## config.mk

```make
export PLATFORM = sky130hd
export DESIGN_NAME = two_to_n_dispatch
export DESIGN_NICKNAME = d
export VERILOG_FILES = /design/src/rtl/two_to_n_dispatch_pkg.sv /design/src/rtl/two_to_n_dispatch_dual_push_fifo.sv /design/src/rtl/two_to_n_dispatch.sv
export SDC_FILE = /design/constraint.sdc
export NUM_CORES = 1
export LEC_CHECK = 0
export ABC_AREA = 1
export CORE_MARGIN = 5
export CORE_UTILIZATION = 59
export CTS_CLUSTER_SIZE = 20
export DETAILED_ROUTE_END_ITERATION = 16
export GPL_TIMING_DRIVEN = 0
export PLACE_DENSITY = 0.82
export SYNTH_ARGS = -nofsm -noshare
export SYNTH_HDL_FRONTEND = slang
export SYNTH_SLANG_ARGS = --single-unit
export TNS_END_PERCENT = 100
```

## constraint.sdc

```tcl
create_clock -name clk_i -period 7.7 [get_ports clk_i]
set_clock_uncertainty 0.05 [all_clocks]
set_input_delay 1.155 -clock clk_i [delete_from_list [all_inputs] [get_ports clk_i]]
set_output_delay 1.155 -clock clk_i [all_outputs]
set_load 0.05 [all_outputs]
```

## src/rtl/two_to_n_dispatch_pkg.sv

```systemverilog
// vc_dispatch_pkg: lane count, default sizing and shared types for the 2-to-N
// response dispatcher and the users of the N-to-2 request arbiter.
package vc_dispatch_pkg;

  localparam int DISP_LANES     = 2;
  localparam int DISP_N         = 10;
  localparam int DISP_PLD_WIDTH = 8;
  localparam int DISP_DEPTH     = 2;

  typedef logic [DISP_PLD_WIDTH-1:0] disp_pld_t;
  typedef logic [$clog2(DISP_N)-1:0] disp_idx_t;

  // Width of an occupancy counter that must represent 0..depth inclusive.
  function automatic int disp_cnt_width(input int depth);
    return $clog2(depth + 1);
  endfunction

endpackage

```

## src/rtl/two_to_n_dispatch_dual_push_fifo.sv

```systemverilog
// dual_push_fifo: DEPTH-entry FIFO with two ordered write ports (port 0 lands
// first) and one read port. The occupancy count is exported so the dispatcher
// can make its acceptance decision from registered state only.
module dual_push_fifo
  import vc_dispatch_pkg::*;
#(
  parameter  int W     = DISP_PLD_WIDTH,
  parameter  int DEPTH = DISP_DEPTH,
  localparam int PW    = $clog2(DEPTH),
  localparam int CW    = disp_cnt_width(DEPTH)
) (
  input  logic          clk_i,
  input  logic          rst_i,
  input  logic          push0_i,
  input  logic [W-1:0]  data0_i,
  input  logic          push1_i,
  input  logic [W-1:0]  data1_i,
  input  logic          pop_i,
  output logic [CW-1:0] cnt_o,
  output logic [W-1:0]  head_o
);

  logic [W-1:0]  mem_q [DEPTH];
  logic [PW-1:0] wr_ptr_q, wr_ptr_d;
  logic [PW-1:0] rd_ptr_q, rd_ptr_d;
  logic [CW-1:0] cnt_q, cnt_d;
  logic [PW-1:0] wr_ptr1;

  // Next-state pointers and count; DEPTH is a power of two so pointers wrap naturally.
  always_comb begin
    wr_ptr1  = wr_ptr_q + PW'(push0_i);
    wr_ptr_d = wr_ptr_q + PW'(push0_i) + PW'(push1_i);
    rd_ptr_d = rd_ptr_q + PW'(pop_i);
    cnt_d    = cnt_q + CW'(push0_i) + CW'(push1_i) - CW'(pop_i);
  end

  // Storage and pointer registers; reset discards every entry at once.
  always_ff @(posedge clk_i or posedge rst_i) begin
    if (rst_i) begin
      for (int i = 0; i < DEPTH; i++) begin
        mem_q[i] <= '0;
      end
      wr_ptr_q <= '0;
      rd_ptr_q <= '0;
      cnt_q    <= '0;
    end else begin
      if (push0_i) begin
        mem_q[wr_ptr_q] <= data0_i;
      end
      if (push1_i) begin
        mem_q[wr_ptr1] <= data1_i;
      end
      wr_ptr_q <= wr_ptr_d;
      rd_ptr_q <= rd_ptr_d;
      cnt_q    <= cnt_d;
    end
  end

  assign cnt_o  = cnt_q;
  assign head_o = (cnt_q != '0) ? mem_q[rd_ptr_q] : '0;

  // The dispatcher must never push past DEPTH nor pop an empty FIFO.
  a_no_overflow: assert property (@(posedge clk_i) disable iff (rst_i)
    (int'(cnt_q) + int'(push0_i) + int'(push1_i)) <= (DEPTH + int'(pop_i)));

  a_no_underflow: assert property (@(posedge clk_i) disable iff (rst_i)
    !(pop_i && (cnt_q == '0)));

endmodule

```

## src/rtl/two_to_n_dispatch.sv

```systemverilog
// two_to_n_dispatch: routes beats from two response lanes to N destination
// ports, each backed by its own dual_push_fifo so one stalled destination never
// blocks the others. Lane 0 has fixed priority on a shared destination.
// Optional macro TWO_TO_N_DISPATCH_DEST_CHK_EN: out-of-range destinations are
// accepted and dropped, raising a sticky dest_err_o; without it they stall.
module two_to_n_dispatch
  import vc_dispatch_pkg::*;
#(
  parameter  int N         = DISP_N,
  parameter  int PLD_WIDTH = DISP_PLD_WIDTH,
  parameter  int DEPTH     = DISP_DEPTH,
  localparam int IDX_W     = $clog2(N),
  localparam int CW        = disp_cnt_width(DEPTH)
) (
  input  logic                                  clk_i,
  input  logic                                  rst_i,
  input  logic [DISP_LANES-1:0]                 in_vld_i,
  output logic [DISP_LANES-1:0]                 in_rdy_o,
  input  logic [DISP_LANES-1:0][IDX_W-1:0]      in_dest_i,
  input  logic [DISP_LANES-1:0][PLD_WIDTH-1:0]  in_pld_i,
  output logic [N-1:0]                          out_vld_o,
  input  logic [N-1:0]                          out_rdy_i,
  output logic [N-1:0][PLD_WIDTH-1:0]           out_pld_o,
  output logic                                  dest_err_o
);

  localparam logic [IDX_W:0]  NUM_PORTS = (IDX_W + 1)'(N);
  localparam logic [CW-1:0]   DEPTH_C   = CW'(DEPTH);

  logic [CW-1:0]         cnt [N];
  logic [N-1:0]          push0, push1, pop;
  logic [DISP_LANES-1:0] in_range;
  logic [CW-1:0]         sel_cnt [DISP_LANES];
  logic [DISP_LANES-1:0] rdy, take;
  logic                  same_dest;
  logic [CW-1:0]         free1, need1;

  // Decode each lane: is the index a real port, and how full is that port's FIFO.
  // An unknown index reads as full so it can never be accepted into a FIFO.
  always_comb begin
    for (int l = 0; l < DISP_LANES; l++) begin
      in_range[l] = ({1'b0, in_dest_i[l]} < NUM_PORTS);
      sel_cnt[l]  = DEPTH_C;
      for (int i = 0; i < N; i++) begin
        if (in_dest_i[l] == IDX_W'(i)) begin
          sel_cnt[l] = cnt[i];
        end
      end
    end
  end

  // Acceptance from registered occupancy only; lane 1 reserves a second slot
  // when lane 0 is writing the same FIFO this cycle.
  always_comb begin
    same_dest = (in_dest_i[0] == in_dest_i[1]);
    rdy[0]    = in_range[0] && (sel_cnt[0] < DEPTH_C);
    take[0]   = in_vld_i[0] && rdy[0];
    free1     = DEPTH_C - sel_cnt[1];
    need1     = CW'(1) + CW'(take[0] && same_dest);
    rdy[1]    = in_range[1] && (free1 >= need1);
    take[1]   = in_vld_i[1] && rdy[1];
  end

  // Per-port push enables; both lanes share the data buses, order fixed by port number.
  always_comb begin
    for (int i = 0; i < N; i++) begin
      push0[i] = take[0] && (in_dest_i[0] == IDX_W'(i));
      push1[i] = take[1] && (in_dest_i[1] == IDX_W'(i));
    end
  end

`ifdef TWO_TO_N_DISPATCH_DEST_CHK_EN
  logic dest_err_q, dest_err_d;

  assign in_rdy_o = (rdy | ~in_range) & {DISP_LANES{~rst_i}};

  // A dropped out-of-range beat latches the error flag until the next reset.
  always_comb begin
    dest_err_d = dest_err_q | (|(in_vld_i & in_rdy_o & ~in_range));
  end

  // Sticky error register.
  always_ff @(posedge clk_i or posedge rst_i) begin
    if (rst_i) begin
      dest_err_q <= 1'b0;
    end else begin
      dest_err_q <= dest_err_d;
    end
  end

  assign dest_err_o = dest_err_q;
`else
  assign in_rdy_o   = rdy & {DISP_LANES{~rst_i}};
  assign dest_err_o = 1'b0;
`endif

  for (genvar g = 0; g < N; g++) begin : g_port
    dual_push_fifo #(
      .W     (PLD_WIDTH),
      .DEPTH (DEPTH)
    ) u_fifo (
      .clk_i   (clk_i),
      .rst_i   (rst_i),
      .push0_i (push0[g]),
      .data0_i (in_pld_i[0]),
      .push1_i (push1[g]),
      .data1_i (in_pld_i[1]),
      .pop_i   (pop[g]),
      .cnt_o   (cnt[g]),
      .head_o  (out_pld_o[g])
    );

    assign out_vld_o[g] = (cnt[g] != '0);
    assign pop[g]       = out_vld_o[g] & out_rdy_i[g];
  end

endmodule

```

==> flow_summary.yaml, run 1 <==
status:
  status: "finished clean"
die:
  core_um2: 23600
  die-area_um2: 27300
  die_w_um: 165
  rows: 56
  die_h_um: 165
  initial_core_util: 0.602
  io-pin-count: 131
logic_synthesis:
  synthMuxAreaShare: 0
  synth_area_leaders: "dfrtp_1, nand2_1, o21ai_0, inv_1, a21oi_1"
  netlist-cell-type-count: 35
  synth.top_cell.area_share: 0.352
  synthTopCellsByCount: "nand2_1, o21ai_0, dfrtp_1"
  yosysTopAreaCell: "dfrtp_1"
  avgSynthCellArea_um2: 6.81
  synthXorXnorAreaFrac: 0.0203
  yosysMostFrequentCell: "nand2_1"
  synth_top_family_by_area: "simple AND/OR/NAND/NOR gates"
  yosys.area_share.simple: 0.359
  syn_area_um2: 14200
  ys_ff_latch: 200
  synth_fa_ha_area_frac: 0.0246
  synth_flop_cell: "dfrtp_1"
  ys_seq_area_frac: 0.352
  ys_warn_count: 0
  syn_inst: 2088
  synth_edf_count: 0
  synth_compound_area_frac: 0.146
  synth.net_count: 2148
  synth-async-reset-ratio: 1.00
detailed_routing:
  totalWireLength_um: 48200
  dr_wl_met2_um: 21000
  drtIter0Drc: 2062
  drc: 0
  met1_length_um: 17900
  vias: 15204
  drt-vias-per-instance: 5.94
  first_pass_iters: 7
  route.met3.wl_um: 6800
  post_drt_wl_per_cell_um: 18.8
  top_layer_used: "met4"
  ant_nets: 0
sta:
  final.setup.worst_slack_ns: 1.73
  maxSlewViolCount: 0
  relSlewSlack: 0.0714
  fmax_mhz: 168
  worstMarginPinSlew_ns: 1.39
  finalHoldViolCount: 0
  final.min_clock_period_ns: 5.97
  fin_crit_sh: 0.775
  setup_violations: 0
  rsz0062_at_grt: "no"
  hold_slack_ns: 0.525
grt:
  antenna_found_initial: 0
  grt_pass1_wl_um: 74000
  grt_usage: 0.349
  grt_overflow: 0
  grt_pass1_vias: 13915
  grt_start_max_net_pins: 105
critical_path:
  crit_type: "input pin to flop"
  cp-start-kind: "input pin"
  worst_ep_required_time_ns: 8.02
  crit_fanout: 10
  cp-end-kind: "flop"
  critical-path-slowest-cell: "nor2_1"
  worstReg2RegStart: "g_port[1].u_fifo.cnt_o[0]"
  worstPathBufferInverterCount: 7
  crit_family: "simple AND/OR/NAND/NOR gates"
  path_depth: 24
  worstPathCellList: "clkdlybuf4s50_1 -> nor2_1 -> inv_2 -> nor2_2 -> nand2_1 -> nand4_1 -> nand2_1 -> nand3_2 -> nand3_2 -> buf_12 -> inv_1 -> nand4_1 -> ha_1 -> o21ai_0 -> nand2_1 -> nand3_1 -> clkbuf_1 -> nor2_1 -> inv_1 -> ha_1 -> inv_1 -> fa_1 -> xnor2_1 -> xor2_1"
  slowest_delay_ns: 0.84
  r2r.worst_path.cells: 23
  critPathLaunch: "in_dest_i[2]"
  arrival_ns: 6.28
placement:
  dp_slack_ns: 1.34
  placedInstanceArea_um2: 15900
  routabilityCongestion: 0.982
  hpwl_um: 32200
  numPortBuffers: 121
clock_network:
  cts-root-buf: "clkbuf_16"
  cts_buffers: 17
  clock_latency_ns: 0.45
  cts_sinks: 200
  clk_pin_slew_ns: 0.07
  cts_hold_buf: 0
  cts_setup_buffers: 0
  cts_resized: 0
  clk_path_buf_depth: 2
  cts_tree: "done"
  htreeDepth: 4
flow_run:
  timing.max_cap.violations: 0
cells_and_area:
  layout-area-overhead-vs-synth_pct: 15.7
  final_nets: 2289
  final_cell_area_um2: 16500
  drive_gt1_frac: 0.0674
hold_path:
  hold_path.class: "flop to flop"
  whs_path_depth: 2
  holdCritStartpoint: "g_port[9].u_fifo.mem_q[8]"
power_and_ir_drop:
  leakagePower_nw: 8.24
  p_per_area_nw_per_um2: 444
  ir_drop_mv: 0.473
state kept, by name (all words and copies together), names as in the netlist:
name and flops:
g_port.u_fifo.mem_q 160, g_port.u_fifo.cnt_o 20, g_port.u_fifo.rd_ptr_q 10, g_port.u_fifo.wr_ptr_q 10
worst reg2reg max path, stage by stage, from the launching register on:
cell and delay, ns:
dfrtp_1 0.42, nand3_1 0.10, nand2_1 0.07, a21oi_1 0.15, nand3_1 0.08, o21ai_0 0.08, nand3_1 0.12, nand3b_1 0.18
nand2_1 0.08, nand2_1 0.07, nand2_1 0.06, nand2_1 0.05, ha_1 0.26, o21ai_0 0.07, nand2_1 0.12, nand3_1 0.11
clkbuf_1 0.28, nor2_1 0.84, inv_1 0.22, ha_1 0.34, inv_1 0.05, fa_1 0.37, xnor2_1 0.21, xor2_1 0.16
through the flow:
step           power, W   util  std cells  setup TNS (ns)
2_1_floorplan   0.00499      -       2088               0
3_3_place_gp    0.00618  0.670       2528         -377.65
3_5_place_dp    0.00630  0.672       2529               0
4_1_cts         0.00725  0.697       2560               0
5_1_grt         0.00776  0.697       2560               0
6_report        0.00731  0.697       2561               0
final cells by class:
cell class | instances | area, µm²
Tap cell | 319 | 399
Multi-Input combinational cell | 1574 | 7820
Clock buffer | 17 | 425
Buffer | 125 | 684
Antenna cell | 1 | 2.50
Inverter | 189 | 717
Sequential cell | 200 | 5000
Clock inverter | 14 | 163
Timing Repair Buffer | 122 | 1240
Fill cell | 2001 | 7160
per-layer routing:
metal / vias to the layer above / global-route usage
met5: - / 0
met4: 0 / 0.166
met3: 196 / 0.0975
met2: 1032 / 0.518
met1: 6972 / 0.473
li1: 7004 / -
path summary, 6_finish.rpt:
kind / to / slack (ns)
max in group asynchronous: g_port[4].u_fifo.mem_q[14] / 5.42
min in group asynchronous: g_port[1].u_fifo.mem_q[3] / 1.21
worst max-delay path: g_port[5].u_fifo.cnt_o[1] / 1.73
worst min-delay path: g_port[9].u_fifo.mem_q[8] / 0.53
worst min register to register: g_port[9].u_fifo.mem_q[8] / 0.53
worst max register to register: g_port[5].u_fifo.cnt_o[1] / 3.05
cells in the final DEF (no fill, tap or decap), types with 18 or more instances in the layout:
cell type / netlist / layout
clkbuf_1: 82 / 82
dfrtp_1: 200 / 200
xor2_1: 18 / 18
inv_1: 185 / 184
nand3_1: 94 / 94
nand2_1: 784 / 784
nand2_2: 20 / 20
o21ai_0: 314 / 314
nand4_1: 74 / 74
a21oi_1: 97 / 97
nor2_1: 76 / 76
clkdlybuf4s50_1: 0 / 121
kinds of logic after synthesis:
family                     Yosys count
and+or+nand+nor                   1104
other                                1
buffers and inverters              314
DFF                                200
adders and majority gates           22
AOI/OAI and AO/OA                  414
xor gates and xnor gates            33
report_power, final:
group | switching [W] | total [W] | internal [W] | leakage (nW)
sequential | 0.000346 | 0.00189 | 0.00155 | 2.43
combinational | 0.00307 | 0.00449 | 0.00142 | 5.52
clock | 0.000443 | 0.000929 | 0.000486 | 0.281
(Power assumes the default switching activity.)
==> run 2: changes to the inputs <==
==> constraint.sdc (replaced) <==
create_clock -name clk_i -period 6.18 [get_ports clk_i]
set_clock_uncertainty 0.05 [all_clocks]
set_input_delay 0.927 -clock clk_i [delete_from_list [all_inputs] [get_ports clk_i]]
set_output_delay 0.927 -clock clk_i [all_outputs]
set_load 0.05 [all_outputs]
==> run 2 against run 1 <==
Against the previous run:
- flip-flop and latch count is the same
- critical path depth unchanged
- global-route usage increased by 1.0 points
- first-iteration DRC count is 14% higher
- final cell count grew 0.20%
- combinational power rose by 25%
- largest cell class unchanged
- highest routed layer unchanged
- critical endpoint unchanged
- via count increased by 1.6%
- clock power is 25% higher
- final area rose by 0.42%
- non-clock buffer count up 4
- wire length up 0.89%
- register-to-register slack lost 1.6 ns
==> flow_summary.yaml, run 2 (same netlist as run 1, synthesis figures left out) <==
detailed_routing:
  post_drt_wl_per_cell_um: 19.0
  drtIter0Drc: 2351
  totalWireLength_um: 48700
  drt-vias-per-instance: 6.02
  first_pass_iters: 8
  ant_nets: 0
  drc: 0
  vias: 15452
clock_network:
  cts_tree: "done"
  clock_latency_ns: 0.46
  cts-root-buf: "clkbuf_16"
  cts_hold_buf: 0
  cts_setup_buffers: 0
  cts_resized: 0
  clk_pin_slew_ns: 0.08
  cts_sinks: 200
  clk_path_buf_depth: 2
  cts_buffers: 17
  htreeDepth: 4
critical_path:
  crit_fanout: 10
  worst_ep_required_time_ns: 6.51
  crit_type: "input pin to flop"
  critPathLaunch: "in_dest_i[3]"
  arrival_ns: 6.09
  r2r.worst_path.cells: 23
  cp-start-kind: "input pin"
  worstReg2RegStart: "g_port[5].u_fifo.cnt_o[1]"
  cp-end-kind: "flop"
cells_and_area:
  drive_gt1_frac: 0.0690
  final_nets: 2293
  n_fill_cell: 2014
  largest_register_ffs: 160
  layout-area-overhead-vs-synth_pct: 16.2
  multi_input_area_um2: 7820
  final_core_util: 0.700
  final_cell_area_um2: 16500
  final_common_cell: "nand2_1"
  regArea_um2: 5000
  mostFrequentLayoutCells: "nand2_1, o21ai_0, dfrtp_1"
  fin_cells: 2566
  regMostFlops: "g_port.u_fifo.mem_q"
flow_run:
  timing.max_cap.violations: 0
placement:
  placedCellCount: 2533
  hpwl_um: 32500
  dp_slack_ns: 0.0177
  routabilityCongestion: 0.991
  placedInstanceArea_um2: 15900
  numPortBuffers: 121
die:
  core_um2: 23600
  io-pin-count: 131
  die_w_um: 165
  die-area_um2: 27300
  initial_core_util: 0.602
  rows: 56
  die_h_um: 165
sta:
  fmax_mhz: 174
  maxSlewViolCount: 0
  finalHoldViolCount: 0
  setup_violations: 0
  final.setup.tns_ns: 0
  fin_crit_sh: 0.932
  final.min_clock_period_ns: 5.76
  rsz0062_at_grt: "no"
  relSlewSlack: 0.0494
  worstMarginPinSlew_ns: 1.43
  final.setup.worst_slack_ns: 0.417
power_and_ir_drop:
  leakagePower_nw: 8.27
  ir_drop_mv: 0.408
  p_per_area_nw_per_um2: 553
status:
  status: "finished clean"
grt:
  grt_pass1_wl_um: 76100
  grt_start_max_net_pins: 42
  antenna_found_initial: 0
  grt_usage: 0.359
  grt_overflow: 0
  grt_pass1_vias: 14329
hold_path:
  whs_path_depth: 2
  holdCritStartpoint: "g_port[9].u_fifo.mem_q[7]"
  hold_path.class: "flop to flop"
-- run 2: cell count changes in the layout (fill, tap and decap cells not counted) --
cell / previous run / this run
buf_12: 1 / 6
buf_16: 1 / 0
bufinv_16: 2 / 1
clkbuf_1: 82 / 83
clkinv_2: 1 / 0
clkinv_8: 0 / 1
inv_8: 3 / 4
-- run 2: final cells by class --
class                           count  area share
Tap cell                          319      0.0242
Multi-Input combinational cell   1574       0.473
Clock inverter                     14     0.00962
Sequential cell                   200       0.303
Antenna cell                        1    0.000151
Buffer                            125      0.0414
Clock buffer                       18      0.0260
Inverter                          189      0.0432
Timing Repair Buffer              126      0.0794
-- run 2: path summary, 6_finish.rpt --
check                                       endpoint  slack, ns
hold reg to reg            g_port[9].u_fifo.mem_q[7]       0.52
setup / recovery           g_port[5].u_fifo.cnt_o[1]       0.42
hold / removal             g_port[9].u_fifo.mem_q[7]       0.52
setup reg to reg           g_port[5].u_fifo.cnt_o[1]       1.46
min in group asynchronous  g_port[1].u_fifo.mem_q[4]       0.95
max in group asynchronous  g_port[7].u_fifo.mem_q[8]       3.95
-- run 2: routing by layer --
metal,track usage,part of all wire,wire [µm]
met1,0.480,0.38,18500
met2,0.544,0.43,21000
met5,0,0,0
met4,0.185,0.056,2710
met3,0.0881,0.13,6440
-- run 2: through the flow --
stage	hold slack, ns	power (W)
final	0.524	0.00913
after global routing	0.560	0.00973
after CTS	0.524	0.00904
after detailed placement	0.512	0.00785
after global placement	0.499	0.00769
after floorplan	0.464	0.00622
-- run 2: power by group --
| group | internal [W] | switching (W) |
|---|---|---|
| logic | 0.00178 | 0.00383 |
| clock network | 0.000577 | 0.000584 |
| registers | 0.00193 | 0.000428 |
-- run 2: critical path, cell delays in order --
cell             delay (ns)
clkdlybuf4s50_1        0.58
nor2_1                 0.33
inv_2                  0.10
nor2_2                 0.19
nand2_1                0.10
nand4_1                0.10
nand2_1                0.08
nand3_2                0.10
nand3_2                0.09
buf_12                 0.21
inv_1                  0.07
nand4_1                0.10
ha_1                   0.29
o21ai_0                0.08
nand2_1                0.12
nand3_1                0.12
clkbuf_1               0.30
nor2_1                 0.86
inv_1                  0.19
ha_1                   0.34
inv_1                  0.05
fa_1                   0.37
xnor2_1                0.21
xor2_1                 0.19
